==> src/rtl/simplest_para_n.sv <==
// rtl/simplest_para_n.sv - NUM_CORES parallel single-cycle accumulator cores with private program memories
// Shared program write port, common launch, per-core halt flags and a saturating run-cycle counter.
module simplest_para_n #(
  parameter int NUM_CORES  = 4,
  parameter int ACC_W      = 8,
  parameter int PROG_DEPTH = 16,
  localparam int AW = $clog2(PROG_DEPTH),
  localparam int CW = (NUM_CORES > 1) ? $clog2(NUM_CORES) : 1
) (
  input  logic                    clk,
  input  logic                    preset,
  input  logic                    prog_we,
  input  logic [CW-1:0]           prog_core,
  input  logic [AW-1:0]           prog_addr,
  input  logic [ACC_W+3:0]        prog_data,
  output logic                    prog_err,
  input  logic                    start,
  output logic [NUM_CORES*ACC_W-1:0] acc_out,
  output logic [NUM_CORES*AW-1:0] pc_out,
  output logic [NUM_CORES-1:0]    halted,
  output logic                    busy,
  output logic                    all_done,
  output logic [15:0]             run_cycles
);

  typedef enum logic [1:0] {IDLE, RUN, HALTED} state_t;

  logic [ACC_W+3:0] mem [NUM_CORES][PROG_DEPTH];

  state_t           state_q [NUM_CORES];
  state_t           state_d [NUM_CORES];
  logic [ACC_W-1:0] acc_q   [NUM_CORES];
  logic [ACC_W-1:0] acc_d   [NUM_CORES];
  logic [AW-1:0]    pc_q    [NUM_CORES];
  logic [AW-1:0]    pc_d    [NUM_CORES];
  logic [ACC_W+3:0] instr   [NUM_CORES];
  logic [NUM_CORES-1:0] running;
  logic [NUM_CORES-1:0] done_d;

  logic core_ok, wr_ok, launch;

  assign core_ok = (32'(prog_core) < NUM_CORES);
  assign wr_ok   = prog_we && !busy && core_ok;
  assign launch  = start && !busy;

  always_comb begin
    running = '0;
    for (int k = 0; k < NUM_CORES; k++) running[k] = (state_q[k] == RUN);
  end
  assign busy = |running;

  // Per-core next state; launch overrides everything so a relaunch always starts clean.
  always_comb begin
    done_d = '0;
    for (int k = 0; k < NUM_CORES; k++) begin
      state_d[k] = state_q[k];
      acc_d[k]   = acc_q[k];
      pc_d[k]    = pc_q[k];
      instr[k]   = mem[k][pc_q[k]];
      if (launch) begin
        state_d[k] = RUN;
        acc_d[k]   = '0;
        pc_d[k]    = '0;
      end else if (state_q[k] == RUN) begin
        pc_d[k] = pc_q[k] + AW'(1);
        case (instr[k][ACC_W+3:ACC_W])
          4'd0: begin
            state_d[k] = HALTED;
            pc_d[k]    = pc_q[k];
          end
          4'd2:  acc_d[k] = instr[k][ACC_W-1:0];
          4'd3:  acc_d[k] = acc_q[k] + instr[k][ACC_W-1:0];
          4'd4:  acc_d[k] = acc_q[k] - instr[k][ACC_W-1:0];
          4'd5:  acc_d[k] = acc_q[k] & instr[k][ACC_W-1:0];
          4'd6:  acc_d[k] = acc_q[k] | instr[k][ACC_W-1:0];
          4'd7:  acc_d[k] = acc_q[k] ^ instr[k][ACC_W-1:0];
          4'd8:  pc_d[k] = instr[k][AW-1:0];
          4'd9:  if (acc_q[k] != '0) pc_d[k] = instr[k][AW-1:0];
          4'd10: if (acc_q[k] == '0) pc_d[k] = instr[k][AW-1:0];
          default: ;
        endcase
      end
      done_d[k] = (state_d[k] == HALTED);
    end
  end

  always_ff @(posedge clk or negedge preset) begin
    if (!preset) begin
      for (int c = 0; c < NUM_CORES; c++)
        for (int a = 0; a < PROG_DEPTH; a++) mem[c][a] <= '0;
    end else if (wr_ok) begin
      mem[prog_core][prog_addr] <= prog_data;
    end
  end

  always_ff @(posedge clk or negedge preset) begin
    if (!preset) begin
      for (int k = 0; k < NUM_CORES; k++) begin
        state_q[k] <= IDLE;
        acc_q[k]   <= '0;
        pc_q[k]    <= '0;
      end
      all_done   <= 1'b0;
      run_cycles <= '0;
      prog_err   <= 1'b0;
    end else begin
      for (int k = 0; k < NUM_CORES; k++) begin
        state_q[k] <= state_d[k];
        acc_q[k]   <= acc_d[k];
        pc_q[k]    <= pc_d[k];
      end
      all_done <= &done_d;
      prog_err <= prog_we && (busy || !core_ok);
      if (launch)
        run_cycles <= '0;
      else if (busy && run_cycles != 16'hFFFF)
        run_cycles <= run_cycles + 16'd1;
    end
  end

  always_comb begin
    acc_out = '0;
    pc_out  = '0;
    halted  = '0;
    for (int k = 0; k < NUM_CORES; k++) begin
      acc_out[k*ACC_W +: ACC_W] = acc_q[k];
      pc_out[k*AW +: AW]        = pc_q[k];
      halted[k]                 = (state_q[k] == HALTED);
    end
  end

endmodule

==> config.mk <==
export PLATFORM = sky130hd
export DESIGN_NAME = simplest_para_n
export DESIGN_NICKNAME = d
export VERILOG_FILES = /design/src/rtl/simplest_para_n.sv
export SDC_FILE = /design/constraint.sdc
export NUM_CORES = 1
export LEC_CHECK = 0
export BUFFER_PORTS_ARGS = -buffer_cell sky130_fd_sc_hd__buf_4
export CELL_PAD_IN_SITES_DETAIL_PLACEMENT = 0
export CELL_PAD_IN_SITES_GLOBAL_PLACEMENT = 1
export CORE_ASPECT_RATIO = 1.2
export CORE_MARGIN = 1.5
export CORE_UTILIZATION = 36
export CTS_CLUSTER_DIAMETER = 80
export DETAILED_ROUTE_END_ITERATION = 8
export GPL_ROUTABILITY_DRIVEN = 0
export GPL_TIMING_DRIVEN = 0
export MAX_ROUTING_LAYER = met4
export PLACE_DENSITY = 0.62
export SLEW_MARGIN = 20
export SYNTH_ARGS = -nofsm -noshare
export SYNTH_HDL_FRONTEND = slang
export SYNTH_SLANG_ARGS = --single-unit
==> constraint.sdc <==
create_clock -name clk -period 5.9 [get_ports clk]
set_clock_uncertainty 0.15 [all_clocks]
set_input_delay 0.295 -clock clk [delete_from_list [all_inputs] [get_ports clk]]
set_output_delay 0.295 -clock clk [all_outputs]
set_load 0.05 [all_outputs]
==> impl_results.md, run 1 <==
* Die area at 120,700 µm²
* Number of max-cap violations at 0
* Sw Pwr at 0.007501 W
* Final Critical Period at 5542 ps
* Place WS at -43.62 ps
* Overflow after GRT at 0
* VDD IR max at 0.0002389 V
* Layout Cells excl Fill at 5,112
* Relative slew slack at 0.2112
* Synthesized flop and latch total at 842
* Cell-internal power at 0.01368 W
* Clock Sinks at 842
* Power Density at 436.6 nW/µm²
* Fin nets at 3,619
* Reg2Reg Launch Point: pc_out[13]
* Sequential share of the synthesized area at 0.4934
* Area added between synthesis and finish at 13.62%
* CP Data Required Time at 6310 ps
* Syn Area/Cell at 12.91 µm²
* Largest net degree at the start of global routing at 141
* FP Rows at 138
* Worst-margin pin slew at 1183 ps
* Drt via density at 5.491
* Worst R2R End: acc_out[31]
* Number of synthesized flops with an enable pin at 0
* Main synth FF type: dfrtp_1
* Worst-path maximum fanout at 10
* Outcome: finished clean
* Layout cells sized above 1 at 0.3441
* Core Box Area at 117,800 µm²
* Critical setup path kind: reg2reg
* H-tree depth at 3
* Die height at 380.3 µm
* Final WS setup at 357.6 ps
* Reg power frac at 0.363
* Initial antenna violation count at 12
* Antenna Violating Nets Remaining at 0
* Initial DRC count at 1,767
* Drt wl/cell at 25.86 µm
* Static leakage at 22.17 nW
* Initial Util at 0.3626
* Clock power frac at 0.274
* Detailed-route DRC error count at 0
* CTS tree: done
* Post-CTS setup buffers at 0
* Gate Count Post-Synth at 3,307
* RSZ-0062 raised after global routing: false
* IO Count at 93
* Inst Count DP at 4,932
* Post-synth net total at 3,438
* Total GRT Usage at 0.2263
* Hold Slack at 8.610 ps
* WL final at 132,200 µm
* Total CTS buffers at 92
* Startpoint types: flip-flop
* Commonest non-fill, non-tap cell in the layout: dfrtp_1
* Vias in the first global route at 28.97k
* Pre-antenna DRT Iters at 5
* Worst-path clk slew at 60 ps
* Pins Over Slew Limit at 0
* Vias at 28.07k
* Sw Ratio at 0.3542
* Commonest non-fill, non-tap cells in the layout: dfrtp_1, mux2_2, mux2i_1, clkbuf_1, nand2_1
* Gate power share at 0.363
* Hpwl dp at 91,070 µm
* Final Cycle Share at 0.9394
* Hold crit path type: in2async
* Mapped cell area at 42,700 µm²
* Synthesis Warnings at 0
* CP endpoint kind: flip-flop
* First-pass GRT wire length at 198,600 µm
* Die Wd at 317.4 µm
* Number of port buffers at 78
* F_max at 180.4 MHz
* Asr flop ratio synth at 1.000
* Root buf cell: clkbuf_16
* R2R Setup Slk at 360 ps
* Clock Latency Late Sink at 690 ps
* CP arrival at 5950 ps
* Library cells used by synthesis at 84
* Hold Fails Final Rpt at 0
* Final setup vio count at 0
* Reg2reg path depth at 20
* Clk buf depth at 3
per-layer routing:
layer | track usage | vias up | routed length [µm]
li1 | - | 12510 | -
met2 | 0.3819 | 509 | 66080
met5 | - | - | 0
met1 | 0.2881 | 14910 | 58200
met3 | 0.02635 | 141 | 4801
met4 | 0.06001 | 0 | 3105
kinds of logic after synthesis:
logic type | share of synthesized area
compound gates | 0.07451
xor+xnor | 0.01333
fa+ha+maj | 0.03264
buf+inv | 0.03528
flops | 0.4934
mux | 0.3017
simple gates | 0.04911
stage by stage:
stage	util	setup TNS, ps	power (W)	area (µm²)
global route	0.4118	0	0.02238	48490
detailed placement	0.3859	-43.62	0.01552	45440
CTS	0.4116	0	0.02141	48460
floorplan	-	0	0.01319	42700
finish	0.4120	0	0.02118	48520
global placement	0.3840	-4971260	0.01541	45210
cell type report:
type	count	area, µm²
plain buffers	259	1184
well taps	1540	1927
clock inverters	26	264.0
multi-input cells	2114	20140
fillers	11130	69240
clock buffers	137	2734
flip-flops and latches	842	21070
repair buffers	87	810.8
inverters	92	345.3
diodes	15	37.54
synth_stat cells, types with 46 or more instances:
cell type,n,area share
dfrtp_1,842,0.49
mux2_2,771,0.20
mux2i_1,188,0.044
clkbuf_1,178,0.016
nand2_1,134,0.012
nor2_1,130,0.011
o21ai_0,111,0.013
ha_1,105,0.031
mux4_2,103,0.054
a221oi_1,90,0.018
inv_1,90,0.0079
a22oi_1,61,0.011
a21oi_1,55,0.0064
xnor2_1,46,0.0094
state kept, by name, summed over array words and instances, names as in the netlist:
name,cells
all_done,1
run_cycles,16
prog_err,1
state_q,8
acc_out,32
mem,768
pc_out,16
timing repair:
| item | CTS | global route |
|---|---|---|
| hold buffers | 2 | 0 |
| gates resized for setup | 1 | 12 |
| endpoints found under the setup margin | 1 | 4 |
| hold endpoints to repair | 453 | 0 |
worst max-delay path by stage:
stage	from	slack, ps	to	depth (start not counted)
floorplan	pc_out[0]	1140	acc_out[7]	18
global placement	preset	-6040	mem[342]	1
detailed placement	pc_out[1]	-40	acc_out[7]	20
CTS	pc_out[9]	40	acc_out[23]	20
global route	pc_out[1]	0.6	acc_out[7]	20
finish	pc_out[13]	360	acc_out[31]	20
power groups by stage:
| stage | Combinational [W] | Clock, W | Sequential [W] |
|---|---|---|---|
| after floorplan | 0.00534 | 0 | 0.00784 |
| after global placement | 0.00765 | 0 | 0.00776 |
| after detailed placement | 0.00773 | 0 | 0.00779 |
| after CTS | 0.00777 | 0.00595 | 0.00769 |
| after global routing | 0.00837 | 0.00617 | 0.00785 |
| final | 0.00768 | 0.00580 | 0.00769 |
worst max-delay path, stage by stage (launching register included):
cell and delay, ps:
dfrtp_1 420, buf_2 330, buf_1 610, mux4_2 420, a22oi_1 350, nand2_1 200
buf_2 250, nor4b_2 710, nand2_1 110, o21a_1 170, inv_1 70, ha_1 210
nor2b_1 130, o21ai_0 140, nand2b_1 120, a21o_1 190, a21o_1 200, a31oi_1 230
xnor2_1 160, xnor2_1 150, o21ai_1 90
(Power assumes the default switching activity.)
==> run 2: changes to the inputs <==
--- a/config.mk
+++ b/config.mk
@@ -14,7 +14,7 @@
 export CTS_CLUSTER_DIAMETER = 80
 export DETAILED_ROUTE_END_ITERATION = 8
 export GPL_ROUTABILITY_DRIVEN = 0
-export GPL_TIMING_DRIVEN = 0
+export GPL_TIMING_DRIVEN = 1
 export MAX_ROUTING_LAYER = met4
 export PLACE_DENSITY = 0.62
 export SLEW_MARGIN = 20
==> impl_results.md, run 2 (synthesized netlist as in run 1, its figures left out) <==
* Largest register FFs at 768 (unchanged)
* Vias in the first global route at 27.89k (-3.7%)
* Drt wl/cell at 23.20 µm (-10%)
* Clock Latency Late Sink at 690 ps (about the same)
* Critical setup path kind: reg2reg
* Hold Slack at 62.59 ps (+53.98 ps)
* Final std cell area, no fill at 48,200 µm² (-0.65%)
* Root buf cell: clkbuf_16
* Core Util, Final at 0.4093 (-0.002667)
* Core Box Area at 117,800 µm² (unchanged)
* Post-DP Area at 45,060 µm² (-0.84%)
* CP arrival at 5310 ps (-640 ps)
* Largest net degree at the start of global routing at 154 (+9.2%)
* Final Cycle Share at 0.8268 (-0.1126)
* Vias at 26.73k (-4.8%)
* Clock Sinks at 842 (unchanged)
* CP Data Required Time at 6330 ps (+20 ps)
* FP Rows at 138 (unchanged)
* Hpwl dp at 73,970 µm (-19%)
* WL final at 114,900 µm (-13%)
* Outcome: finished clean
* Initial antenna violation count at 0 (-12)
* VDD IR max at 0.0002745 V (+15%)
* IO Count at 93 (unchanged)
* Initial DRC count at 1,666 (-5.7%)
* Relative slew slack at 0.2155 (+0.004261)
* Total CTS buffers at 92 (unchanged)
* Worst-margin pin slew at 1174 ps (-8.930 ps)
* Final Critical Period at 4878 ps (-664.2 ps)
* H-tree depth at 3 (unchanged)
* CTS tree: done
* Pins Over Slew Limit at 0 (unchanged)
* Power Density at 436.1 nW/µm² (-0.11%)
* Commonest non-fill, non-tap cells in the layout: dfrtp_1, mux2_2, mux2i_1, buf_4, nand2_1
* Post-CTS setup buffers at 0 (unchanged)
* Static leakage at 22.17 nW (about the same)
* Hold crit path type: in2async
* Inst Count DP at 4,780 (-3.1%)
* Drt via density at 5.400 (-1.7%)
* Filler cell count at 11.15k (+0.14%)
* Worst-path maximum fanout at 30 (+20)
* Clk buf depth at 3 (unchanged)
* Layout Cells excl Fill at 4,951 (-3.1%)
* Detailed-route DRC error count at 0 (unchanged)
* Startpoint types: flip-flop
* Biggest register: mem
* F_max at 205.0 MHz (+14%)
* Final setup vio count at 0 (unchanged)
* Fin nets at 3,467 (-4.2%)
* Worst-path clk slew at 60 ps (about the same)
* Pre-antenna DRT Iters at 5 (unchanged)
* Area added between synthesis and finish at 12.88%
* Total GRT Usage at 0.1974 (-0.02891)
* Antenna Violating Nets Remaining at 0 (unchanged)
* First-pass GRT wire length at 179,400 µm (-9.7%)
* Die Wd at 317.4 µm (unchanged)
* Die height at 380.3 µm (unchanged)
* Overflow after GRT at 0 (unchanged)
* Layout cells sized above 1 at 0.3745 (+0.03038)
* RSZ-0062 raised after global routing: false
* Initial Util at 0.3626 (unchanged)
* TNS Setup at 0 ps (unchanged)
* Number of port buffers at 92 (+18%)
* Number of max-cap violations at 0 (unchanged)
* Die area at 120,700 µm² (unchanged)
* Hold Fails Final Rpt at 0 (unchanged)
* Commonest non-fill, non-tap cell in the layout: dfrtp_1
* Post-CTS Resized at 0 (-1)
* CP endpoint kind: flip-flop
## run 2: timing repair
action	CTS	global route
endpoints found under the hold margin	72	0
endpoints found under the setup margin	0	0
hold buffers	2	0
## run 2: critical path: stages (launching register included)
cell and delay (ps):
dfrtp_1 330, buf_4 430, and2_2 670, a221oi_2 190, o21ai_1 440, o2111ai_4 250
nor2_4 230, nor2_1 60, a21oi_1 190, inv_1 70, ha_1 260, nor2b_1 120
o21ai_0 220, a21oi_1 130, o41ai_1 330, xnor2_1 180, xnor2_1 150, a211oi_1 100
a211oi_1 260
## run 2: path summary, 6_finish.rpt
kind	from	to	slack, ps	depth (start not counted)
max reg2reg	pc_out[9]	acc_out[23]	1020	18
min reg2reg	mem[63]	mem[63]	350	1
min in group clk	start	acc_out[6]	80	3
max	pc_out[9]	acc_out[23]	1020	18
min	preset	acc_out[3]	60	2
max in group asynchronous	preset	mem[530]	4050	3
## run 2: layer usage
layer  vias to the layer above  track usage  wire (µm)
li1                      12170            -          -
met1                     14040       0.2620      52900
met2                       406       0.3219      56490
met3                       115      0.02230       3368
met4                         0      0.05057       2112
met5                         -            -          0
## run 2: area by class of cell
class | count | area, µm² | area share
Antenna cell | 1 | 2.502 | 0.00005191
Sequential cell | 842 | 21090 | 0.4374
Clock buffer | 130 | 2698 | 0.05596
Tap cell | 1540 | 1927 | 0.03997
Timing Repair Buffer | 194 | 1569 | 0.03255
Multi-Input combinational cell | 2114 | 20160 | 0.4182
Clock inverter | 38 | 416.7 | 0.008644
Inverter | 92 | 345.3 | 0.007164
## run 2: per-stage QoR
step / total power (W) / setup WS, ps
finish: 0.02102 / 1022
global route: 0.02232 / 431.6
CTS: 0.02131 / 1001
detailed placement: 0.01524 / 1017
global placement: 0.01519 / 977.7
floorplan: 0.01319 / 1137
## run 2: report_power, final
group	switching [W]	internal, W
registers	0.000789	0.00698
clock network	0.00245	0.00350
logic	0.00399	0.00331
==> run 3: changes to the inputs <==
==> constraint.sdc (replaced) <==
create_clock -name clk -period 5 [get_ports clk]
set_clock_uncertainty 0.15 [all_clocks]
set_input_delay 0.25 -clock clk [delete_from_list [all_inputs] [get_ports clk]]
set_output_delay 0.25 -clock clk [all_outputs]
set_load 0.05 [all_outputs]
==> impl_results.md, run 3 (synthesized netlist as in run 1, its figures left out) <==
* Critical setup path kind: reg2reg
* CP arrival at 5020 ps (-290 ps)
* Number of max-cap violations at 0 (unchanged)
* Biggest register: mem
* Final Critical Period at 4597 ps (-281.2 ps)
* Largest register FFs at 768 (unchanged)
* Drt via density at 5.390 (-0.18%)
* Static leakage at 22.44 nW (+1.2%)
* F_max at 217.5 MHz (+6.1%)
* Reg area at 21,090 µm² (unchanged)
* Final Cycle Share at 0.9194 (+0.09259)
* Die area at 120,700 µm² (unchanged)
* Worst-path maximum fanout at 13 (-57%)
* Outcome: finished clean
* Total CTS buffers at 90 (-2.2%)
* Initial antenna violation count at 4 (+4)
* Core Util, Final at 0.4135 (+0.004155)
* Die height at 380.3 µm (unchanged)
* Fin nets at 3,517 (+1.4%)
* WL final at 115,900 µm (+0.86%)
* Final setup vio count at 0 (unchanged)
* Vias at 26.95k (+0.83%)
* Clock Sinks at 842 (unchanged)
* Initial Util at 0.3626 (unchanged)
* FP Rows at 138 (unchanged)
* Number of port buffers at 92 (unchanged)
* Power Density at 513.1 nW/µm² (+18%)
* Pre-antenna DRT Iters at 5 (unchanged)
* Area added between synthesis and finish at 14.03%
* Commonest non-fill, non-tap cell in the layout: dfrtp_1
* CP Data Required Time at 5420 ps (-910 ps)
* CP endpoint kind: flip-flop
* Overflow after GRT at 0 (unchanged)
* Detailed-route DRC error count at 0 (unchanged)
* VDD IR max at 0.0002579 V (-6.0%)
* Initial DRC count at 1,460 (-12%)
* Largest net degree at the start of global routing at 134 (-13%)
* Reg2Reg Launch Point: pc_out[0]
* Total GRT Usage at 0.1980 (+0.0006766)
* IO Count at 93 (unchanged)
* Worst-path clk slew at 60 ps (about the same)
* Area of the multi-input gates at 20,140 µm² (-0.11%)
* Startpoint types: flip-flop
* First-pass GRT wire length at 179,000 µm (-0.17%)
* Pins Over Slew Limit at 0 (unchanged)
* Worst-margin pin slew at 1013 ps (-161.4 ps)
* RSZ-0062 raised after global routing: false
* Clk buf depth at 3 (unchanged)
* H-tree depth at 3 (unchanged)
* Filler cell count at 11.17k (+0.19%)
* Commonest non-fill, non-tap cells in the layout: dfrtp_1, mux2_2, buf_4, mux2i_1, nand2_1
* CP Launch Point: pc_out[0]
* Hpwl dp at 75,280 µm (+1.8%)
* CTS tree: done
* Core Box Area at 117,800 µm² (unchanged)
* Layout cells sized above 1 at 0.3806 (+0.006080)
* Reg2reg path depth at 19 (+1)
* Relative slew slack at 0.3247 (+0.1093)
* Clock Latency Late Sink at 690 ps (about the same)
* Die Wd at 317.4 µm (unchanged)
* Vias in the first global route at 27.97k (+0.27%)
* TNS Setup at 0 ps (unchanged)
* Root buf cell: clkbuf_16
* Hold Fails Final Rpt at 0 (unchanged)
* Hold crit path type: in2async
* Drt wl/cell at 23.17 µm (-0.14%)
* Antenna Violating Nets Remaining at 0 (unchanged)
==> run 3: critical path, stage by stage, from the launching register on <==
cell and delay, ps:
dfrtp_4 620, buf_4 290, mux2i_1 100, a221oi_1 390, a22oi_1 120, nand2_1 300
inv_1 160, ha_1 300, nand2_1 40, o21ai_0 130, inv_1 80, ha_1 260
nor2b_1 120, o21ai_0 210, a21oi_1 140, o41ai_1 330, xnor2_1 140, xor2_1 160
a221oi_1 300, a21oi_1 100
==> run 3: final timing paths <==
check                           slack [ps]          to
worst min-delay path                    20  acc_out[3]
max in group asynchronous             3230  pc_out[12]
worst min register to register         350     mem[61]
worst max-delay path                   400  acc_out[7]
min in group clk                       110     mem[38]
worst max register to register         400  acc_out[7]
==> run 3: routing by layer <==
layer | GRT usage | wire length [µm] | vias to the layer above
met2 | 0.3208 | 56390 | 403
li1 | - | - | 12230
met5 | - | 0 | -
met1 | 0.2588 | 52720 | 14180
met3 | 0.02683 | 3826 | 143
met4 | 0.05885 | 2918 | 0
==> run 3: report_power, final <==
part | switching (W) | leakage, nW | total (W) | internal [W]
logic | 0.00477 | 9.41 | 0.00881 | 0.00403
registers | 0.000884 | 11.5 | 0.00912 | 0.00824
clock network | 0.00290 | 1.52 | 0.00705 | 0.00415
==> run 3: area by class of cell <==
class / count / share of cell area
Clock inverter: 29 / 0.007966
Clock buffer: 135 / 0.05615
Antenna cell: 3 / 0.0001542
Inverter: 92 / 0.007092
Multi-Input combinational cell: 2114 / 0.4136
Timing Repair Buffer: 246 / 0.04245
Sequential cell: 842 / 0.4330
Tap cell: 1540 / 0.03957
==> run 3: timing repair <==
item | 4_1_cts | 5_1_grt
endpoints found under the setup margin | 0 | 2
resized for setup | 0 | 1
buffers inserted | 0 | 3
hold buffers | 2 | 0
endpoints found under the hold margin | 88 | 0
==> run 3: through the flow <==
step	power (W)	worst slack, ps	hold slack, ps	instances	instance area, µm²
final	0.02498	403.0	20.77	5001	48690
after global routing	0.02649	1.375	94.91	5000	48690
after CTS	0.02528	307.0	60.05	4995	48640
after detailed placement	0.01811	323.9	243.9	4829	45500
after global placement	0.01804	321.7	235.4	4829	45500
after floorplan	0.01556	237.0	-195.6	3307	42700
